[src/rtl/eq_compare_arbiter.sv]
// eq_compare_arbiter
//
// Shares one WIDTH-bit equality comparator among NUM_REQ requesters.
// Requests are granted round-robin; both sides use valid/ready handshakes.
// Each accepted request produces one response carrying the requester ID and
// the flag set Equal, Z = !Equal, N = 0. A wrapping 16-bit counter tracks
// completed response handshakes.
//
// Ports:
//   clk        rising-edge clock
//   rst        asynchronous reset, active-high
//   req_valid  per-requester request valid                [NUM_REQ]
//   req_ready  per-requester accept, at most one bit high  [NUM_REQ]
//   req_a      packed operand A, requester i at [i*WIDTH +: WIDTH]
//   req_b      packed operand B, same packing as req_a
//   rsp_valid  response valid
//   rsp_ready  response consumer ready
//   rsp_id     requester index of the current response     [IDW]
//   rsp_equal  1 when A == B
//   rsp_z      !rsp_equal
//   rsp_n      always 0
//   busy       high while a compare is in flight (CMP/RESP)
//   cmp_count  completed response handshakes, wraps        [16]

module eq_compare_arbiter #(
    parameter int NUM_REQ = 4,
    parameter int WIDTH   = 32,
    parameter int IDW     = $clog2(NUM_REQ)
) (
    input  logic                     clk,
    input  logic                     rst,
    input  logic [NUM_REQ-1:0]       req_valid,
    output logic [NUM_REQ-1:0]       req_ready,
    input  logic [NUM_REQ*WIDTH-1:0] req_a,
    input  logic [NUM_REQ*WIDTH-1:0] req_b,
    output logic                     rsp_valid,
    input  logic                     rsp_ready,
    output logic [IDW-1:0]           rsp_id,
    output logic                     rsp_equal,
    output logic                     rsp_z,
    output logic                     rsp_n,
    output logic                     busy,
    output logic [15:0]              cmp_count
);

    typedef enum logic [1:0] {
        IDLE = 2'd0,
        CMP  = 2'd1,
        RESP = 2'd2
    } state_t;

    // One extra bit so ptr + offset never overflows before the wrap subtract.
    localparam logic [IDW:0]   NUM_REQ_W = (IDW+1)'(NUM_REQ);
    localparam logic [IDW-1:0] LAST_ID   = IDW'(NUM_REQ - 1);

    state_t           state_q, state_d;
    logic [IDW-1:0]   ptr_q, ptr_d;
    logic [IDW-1:0]   gnt_q, gnt_d;
    logic [WIDTH-1:0] a_q, a_d;
    logic [WIDTH-1:0] b_q, b_d;
    logic [IDW-1:0]   rsp_id_q, rsp_id_d;
    logic             rsp_equal_q, rsp_equal_d;
    logic             rsp_z_q, rsp_z_d;
    logic [15:0]      cmp_count_q, cmp_count_d;

    logic             gnt_found;
    logic [IDW-1:0]   gnt_idx;
    logic [IDW:0]     scan;
    logic [WIDTH-1:0] sel_a;
    logic [WIDTH-1:0] sel_b;
    logic [NUM_REQ-1:0] ready_c;

    // Round-robin search: first valid index at or after ptr, wrapping modulo
    // NUM_REQ (works for non-power-of-two requester counts).
    always_comb begin
        gnt_found = 1'b0;
        gnt_idx   = '0;
        scan      = '0;
        for (int k = 0; k < NUM_REQ; k++) begin
            scan = {1'b0, ptr_q} + (IDW+1)'(k);
            if (scan >= NUM_REQ_W) begin
                scan = scan - NUM_REQ_W;
            end
            if (!gnt_found && req_valid[scan[IDW-1:0]]) begin
                gnt_found = 1'b1;
                gnt_idx   = scan[IDW-1:0];
            end
        end
    end

    // Only the granted requester's operands reach the capture registers, so
    // unknown data on other lanes cannot leak into the result.
    assign sel_a = req_a[gnt_idx*WIDTH +: WIDTH];
    assign sel_b = req_b[gnt_idx*WIDTH +: WIDTH];

    // Next-state and handshake logic.
    always_comb begin
        state_d     = state_q;
        ptr_d       = ptr_q;
        gnt_d       = gnt_q;
        a_d         = a_q;
        b_d         = b_q;
        rsp_id_d    = rsp_id_q;
        rsp_equal_d = rsp_equal_q;
        rsp_z_d     = rsp_z_q;
        cmp_count_d = cmp_count_q;
        ready_c     = '0;

        case (state_q)
            IDLE: begin
                // ready is raised only for a valid requester, so a grant is
                // always a completed transfer on this edge.
                if (gnt_found) begin
                    ready_c[gnt_idx] = 1'b1;
                    gnt_d            = gnt_idx;
                    a_d              = sel_a;
                    b_d              = sel_b;
                    state_d          = CMP;
                end
            end
            CMP: begin
                rsp_equal_d = (a_q == b_q);
                rsp_z_d     = !(a_q == b_q);
                rsp_id_d    = gnt_q;
                state_d     = RESP;
            end
            RESP: begin
                if (rsp_ready) begin
                    state_d     = IDLE;
                    ptr_d       = (gnt_q == LAST_ID) ? '0 : gnt_q + 1'b1;
                    cmp_count_d = cmp_count_q + 16'd1;
                end
            end
            default: begin
                state_d = IDLE;
            end
        endcase
    end

    always_ff @(posedge clk or posedge rst) begin
        if (rst) begin
            state_q     <= IDLE;
            ptr_q       <= '0;
            gnt_q       <= '0;
            a_q         <= '0;
            b_q         <= '0;
            rsp_id_q    <= '0;
            rsp_equal_q <= 1'b0;
            rsp_z_q     <= 1'b0;
            cmp_count_q <= '0;
        end else begin
            state_q     <= state_d;
            ptr_q       <= ptr_d;
            gnt_q       <= gnt_d;
            a_q         <= a_d;
            b_q         <= b_d;
            rsp_id_q    <= rsp_id_d;
            rsp_equal_q <= rsp_equal_d;
            rsp_z_q     <= rsp_z_d;
            cmp_count_q <= cmp_count_d;
        end
    end

    // The state register already reads IDLE during reset, but requests could
    // still look grantable combinationally; gate ready so reset holds it low.
    assign req_ready = rst ? '0 : ready_c;
    assign rsp_valid = (state_q == RESP);
    assign busy      = (state_q != IDLE);
    assign rsp_id    = rsp_id_q;
    assign rsp_equal = rsp_equal_q;
    assign rsp_z     = rsp_z_q;
    assign rsp_n     = 1'b0;
    assign cmp_count = cmp_count_q;

endmodule

[config.mk]
export PLATFORM = sky130hd
export DESIGN_NAME = eq_compare_arbiter
export DESIGN_NICKNAME = d
export VERILOG_FILES = /design/src/rtl/eq_compare_arbiter.sv
export SDC_FILE = /design/constraint.sdc
export NUM_CORES = 1
export LEC_CHECK = 0
export CAP_MARGIN = 20
export CORE_UTILIZATION = 35
export CTS_CLUSTER_SIZE = 25
export DETAILED_ROUTE_END_ITERATION = 7
export GPL_ROUTABILITY_DRIVEN = 0
export PLACE_DENSITY = 0.7
export SKIP_CTS_REPAIR_TIMING = 1
export SLEW_MARGIN = 0
export SYNTH_ARGS = -nofsm -noshare
export SYNTH_HDL_FRONTEND = slang
export SYNTH_SLANG_ARGS = --single-unit
[constraint.sdc]
create_clock -name clk -period 7.6 [get_ports clk]
set_input_delay 1.52 -clock clk [delete_from_list [all_inputs] [get_ports clk]]
set_output_delay 1.52 -clock clk [all_outputs]
set_load 0.005 [all_outputs]
== After elaboration in Yosys (flattened, before gate mapping) ==
Index checks and enable logic that the tools add are counted.
Word-level totals
  bits of input ports: 263
  output and inout bits: 27
  flip-flop bits (word level): 90
  word-level logic and storage cells: 78
Operators by class
  add/sub/neg operators: 9
  reduce and logical (&&, ||, !) cells: 13
  shift-type cells: 2
  equal/unequal tests: 6
  order comparisons: 10
  muxes and demuxes: 29
Operators by type and width (count)
  $shiftx 128x8->32: 2
  $eq 32x32->1: 1
  $mux 2: 11
  $add 16x1->16 const B: 1
  $lt 2x3->1 const B: 5
  $mux 4: 3
  $ge 3x3->1 const B: 3
  $mux 1: 9
  $bmux 1 s2: 4
  $sub 2x1->2 const B: 4
  $add 2x2->3 const B: 2
  $pmux 2 s3: 1
  $reduce_and 2->1: 3
  $eq 2x2->1 const B: 2
  $logic_and 1x1->1: 4
  $logic_not 1->1: 4
  $add 2x1->3 const B: 1
  $ge 2x3->1 const B: 1
  $add 2x1->2 const B: 1
  $demux 1 s2: 1
  $eq 2x1->1 const B: 1
  $ge 2x1->1 const B: 1
  $logic_not 2->1: 1
  $ne 2x1->1 const B: 1
  other kinds (2): 2

== Depth between registers and ports, before layout ==
  depth after elaboration: 21
  gate-level depth with buffers: 9
  gate-level depth less buffers: 6

== Worst setup path before layout ==
OpenSTA, ideal clock, no wires.
  path type: input-to-output
  start point: input port req_valid[2]
  end point: output port req_ready[0]
  required time: 6.080 ns
  slack: 3.490 ns
  path buffers: 2
  arrival time: 2.590 ns
  stages on the path: 6
  cell sequence: nor2b_1 > a221o_1 > a21o_1 > buf_6 > buf_6 > nor3_1
On the way
  cells in the longest elaborated chain, start to end: 19
  elaborated cells between the ends (all ways): 30
  classes of those cells: order compare (2); mux (21); reduce/logical (7)
Ends and longest elaborated chain
  start: declaration: RTL line 32  | input logic [NUM_REQ-1:0] req_valid,
  $bmux 1 s2: RTL line 84  | if (!gnt_found && req_valid[scan[IDW-1:0]]) begin
  $mux 1 (not written as such): RTL line 84
  $mux 1: RTL line 84
  $logic_not 1->1: RTL line 84
  $logic_and 1x1->1: RTL line 84
  $mux 1: RTL line 84
  $logic_not 1->1: RTL line 84
  $logic_and 1x1->1: RTL line 84
  [3 not listed]
  $mux 2: RTL line 84
  $lt 2x3->1 (not written as such) or $ge 2x1->1 (tied branches): RTL line 114  | ready_c[gnt_idx] = 1'b1;
  $logic_and 1x1->1 (not written as such): RTL line 114
  $mux 1 (not written as such): RTL line 114
  $demux 1 s2: RTL line 114
  $mux 4 (*): RTL line 113  | if (gnt_found) begin
  $mux 4 (*): RTL line 109  | case (state_q)
  $mux 4 (*): RTL line 166  | assign req_ready = rst ? '0 : ready_c;
  end: declaration: RTL line 33  | output logic [NUM_REQ-1:0] req_ready,
Mark *: on every way between the ends. The rest lies on a longest branch, timed or not. The select of a mux whose other input is x is not followed.

== Final worst setup path ==
  start point: input port req_valid[2]
  end point: output port req_ready[2]
The elaborated chain is that of the path after synthesis.

==> out/results.ini <==
[status]
status = complete, no violations

[yosys]
avgSynthCellArea_um2 = 10.1
synth-edff-count = 0
netlist.area_leader.share = 0.371
netlist_top_cells_area = dfrtp_1, mux2i_1, a221oi_2
synth.largest_area_cell = dfrtp_1
ys.flop_type = dfrtp_1
ys_types = 42
synthArstFlopShare = 1.00
yosys_warnings = 0
synth_nets = 869
ys_seq_elements = 90
synth_cells = 604
synth.cell_area_mm2 = 0.00608
yosysSeqAreaShare = 0.371

[floorplanning]
dieArea_mm2 = 0.0179
initial_utilization = 0.363
rows = 47
die_x_um = 134
io_pins = 290
dieHeight_um = 134
core-area_mm2 = 0.0168

[grt]
antenna_found_initial = 0
grt_pass1_vias = 5646
grt_max_degree = 67
grt-ovfl-total = 0
grt_pass1_wl_um = 32000
grt.total_usage = 0.238

[detailed_routing]
wl_per_cell_um = 19.6
firstDrtPassIters = 5
routed_via_density = 5.28
wirelength_um = 21200
vias = 5724
drc = 0
antenna_left = 0
drt_iter0_markers = 240

[clock_network]
cts_made_buffers = 9
clk_latency_ps = 340
cts_tree = yes
cts.sinks = 90
path_clk_slew_ps = 60
htree_levels = 3
clock_path_buffers = 2
cts_root_buf = clkbuf_16

[layout]
n_antenna_cell = 0
final_net_count = 1125
regArea_mm2 = 0.00225
area_delta_synth_final_pct = 53.4
layout_commonest_cell = clkdlybuf4s50_1
drive_above_1_share = 0.0833
multi_input_area_mm2 = 0.00349
final_cells = 1084
layout.cells.most_common_list = clkdlybuf4s50_1, dfrtp_1, nor2_1
fill_cells = 1544

[setup_path]
criticalPathCategory = in -> out
reg2reg_from = ptr_q[1]$_DFFE_PP0P_
endpoint_kind = output pin
critPathLaunch = req_valid[2]
reg2reg_depth = 7
reg2reg_to = a_q[15]$_DFFE_PP0P_
path_max_fanout = 24
r2r_slack_ps = 4740
arrival_ps = 4040
required_ps = 6080
crit_path_start_kind = input pin

[timing]
setup_violations = 0
rsz0062_at_grt = false
fin_crit_ps = 5560
finalCritPeriodShare = 0.732
fmax_mhz = 180
worstMarginPinSlew_ps = 1110
slew_violations = 0
skew_ps = 7.01
slew_headroom = 0.262
fin_tns_setup_ps = 0
final_hold_viol_count = 0

[placed_design]
io_buffers = 288
placedCellCount = 1068
dp_hpwl_um = 15500

[run]
maxCapViolCount = 0

[power_and_ir_drop]
p_leak_uw = 0.00371
powerDensity_mw_per_mm2 = 296
ir_drop_v = 0.000462

[worst_hold_path]
hp-start = cmp_count[15]$_DFFE_PP0P_
min_to = cmp_count[15]$_DFFE_PP0P_
hp-class = reg -> reg
worstHoldPathCells = 1

==> worst max-delay path, cell delays in order <==
cell	delay (ps)
clkdlybuf4s50_1	540
nor4_1	70
or2_0	350
inv_2	120
nand3_2	510
nor3_1	380
clkdlybuf4s50_1	550
==> cells by family (layout without fill, tap and decap cells) <==
kind of cell / Yosys count / after routing / share of synthesized area
other: 1 / 1 / 0.000617
AOI/OAI and AO/OA: 144 / 144 / 0.232
DFF: 90 / 90 / 0.371
muxes: 66 / 66 / 0.109
buffers and inverters: 65 / 325 / 0.0589
and+or+nand+nor: 195 / 195 / 0.166
xor gates and xnor gates: 41 / 41 / 0.0591
adders and majority gates: 2 / 2 / 0.00412
==> worst max path at each step <==
stage	slack, ps	endpoint
6_report	2040	req_ready[2]
5_1_grt	1880	req_ready[2]
4_1_cts	2030	req_ready[0]
3_5_place_dp	2050	req_ready[0]
3_3_place_gp	2030	req_ready[0]
2_1_floorplan	3490	req_ready[0]
==> flip-flops by register name, indices dropped and copies added, names as in the netlist <==
name and count:
a_q 32, b_q 32, cmp_count 16, gnt_q 2, ptr_q 2, rsp_equal 1, rsp_id 2, rsp_z 1
state_q 2
==> layer usage <==
layer | wire length, µm | part of all wire | up-vias | GRT usage
met1 | 8500 | 0.40 | 2733 | 0.285
met2 | 10900 | 0.52 | 205 | 0.424
met3 | 1450 | 0.068 | 19 | 0.0639
met5 | 0 | 0 | - | 0
met4 | 340 | 0.016 | 0 | 0.0518
li1 | - | - | 2767 | -
==> synthesized netlist by cell type (2+ instances only) <==
cell,instances
mux2_2,2
a221oi_2,40
nand2b_1,4
a221oi_1,24
mux2i_1,64
o21ai_0,3
nand4_1,8
and4_1,3
nand3_1,5
nor2b_1,2
a21o_1,3
buf_4,15
nor2_1,68
a211oi_1,64
buf_2,16
and2_1,66
nand2_1,19
buf_6,5
nand3_2,2
o2bb2ai_1,2
a221o_1,2
inv_1,12
dfrtp_1,90
nor3_1,4
or2_0,2
clkbuf_1,16
xor2_1,6
o22ai_1,2
nor4_1,7
xnor2_1,35
ha_1,2
==> stage by stage <==
| step | hold WS (ps) | worst slack, ps | total power, µW | util | cell area, µm² |
|---|---|---|---|---|---|
| floorplan | 468 | 3490 | 1860 | - | 6080 |
| global placement | 459 | 2030 | 2310 | 0.538 | 9010 |
| detailed placement | 473 | 2050 | 2330 | 0.538 | 9010 |
| CTS | 481 | 2030 | 2780 | 0.555 | 9300 |
| global route | 524 | 1880 | 2960 | 0.556 | 9320 |
| finish | 477 | 2040 | 2760 | 0.556 | 9320 |
==> cell type report <==
cell class,instances,area share
Clock buffer,13,0.0268
Clock inverter,2,0.00403
Inverter,13,0.00550
Multi-Input combinational cell,449,0.374
Sequential cell,90,0.242
Tap cell,220,0.0295
Timing Repair Buffer,297,0.319
==> report_power, final <==
part | total [µW] | switching, µW | leakage, µW | internal (µW)
clock | 445 | 182 | 0.000136 | 263
combinational | 1440 | 790 | 0.00253 | 648
sequential | 880 | 187 | 0.00104 | 693
total | 2760 | 1160 | 0.00371 | 1600
Power figures use the tool's default switching activity.
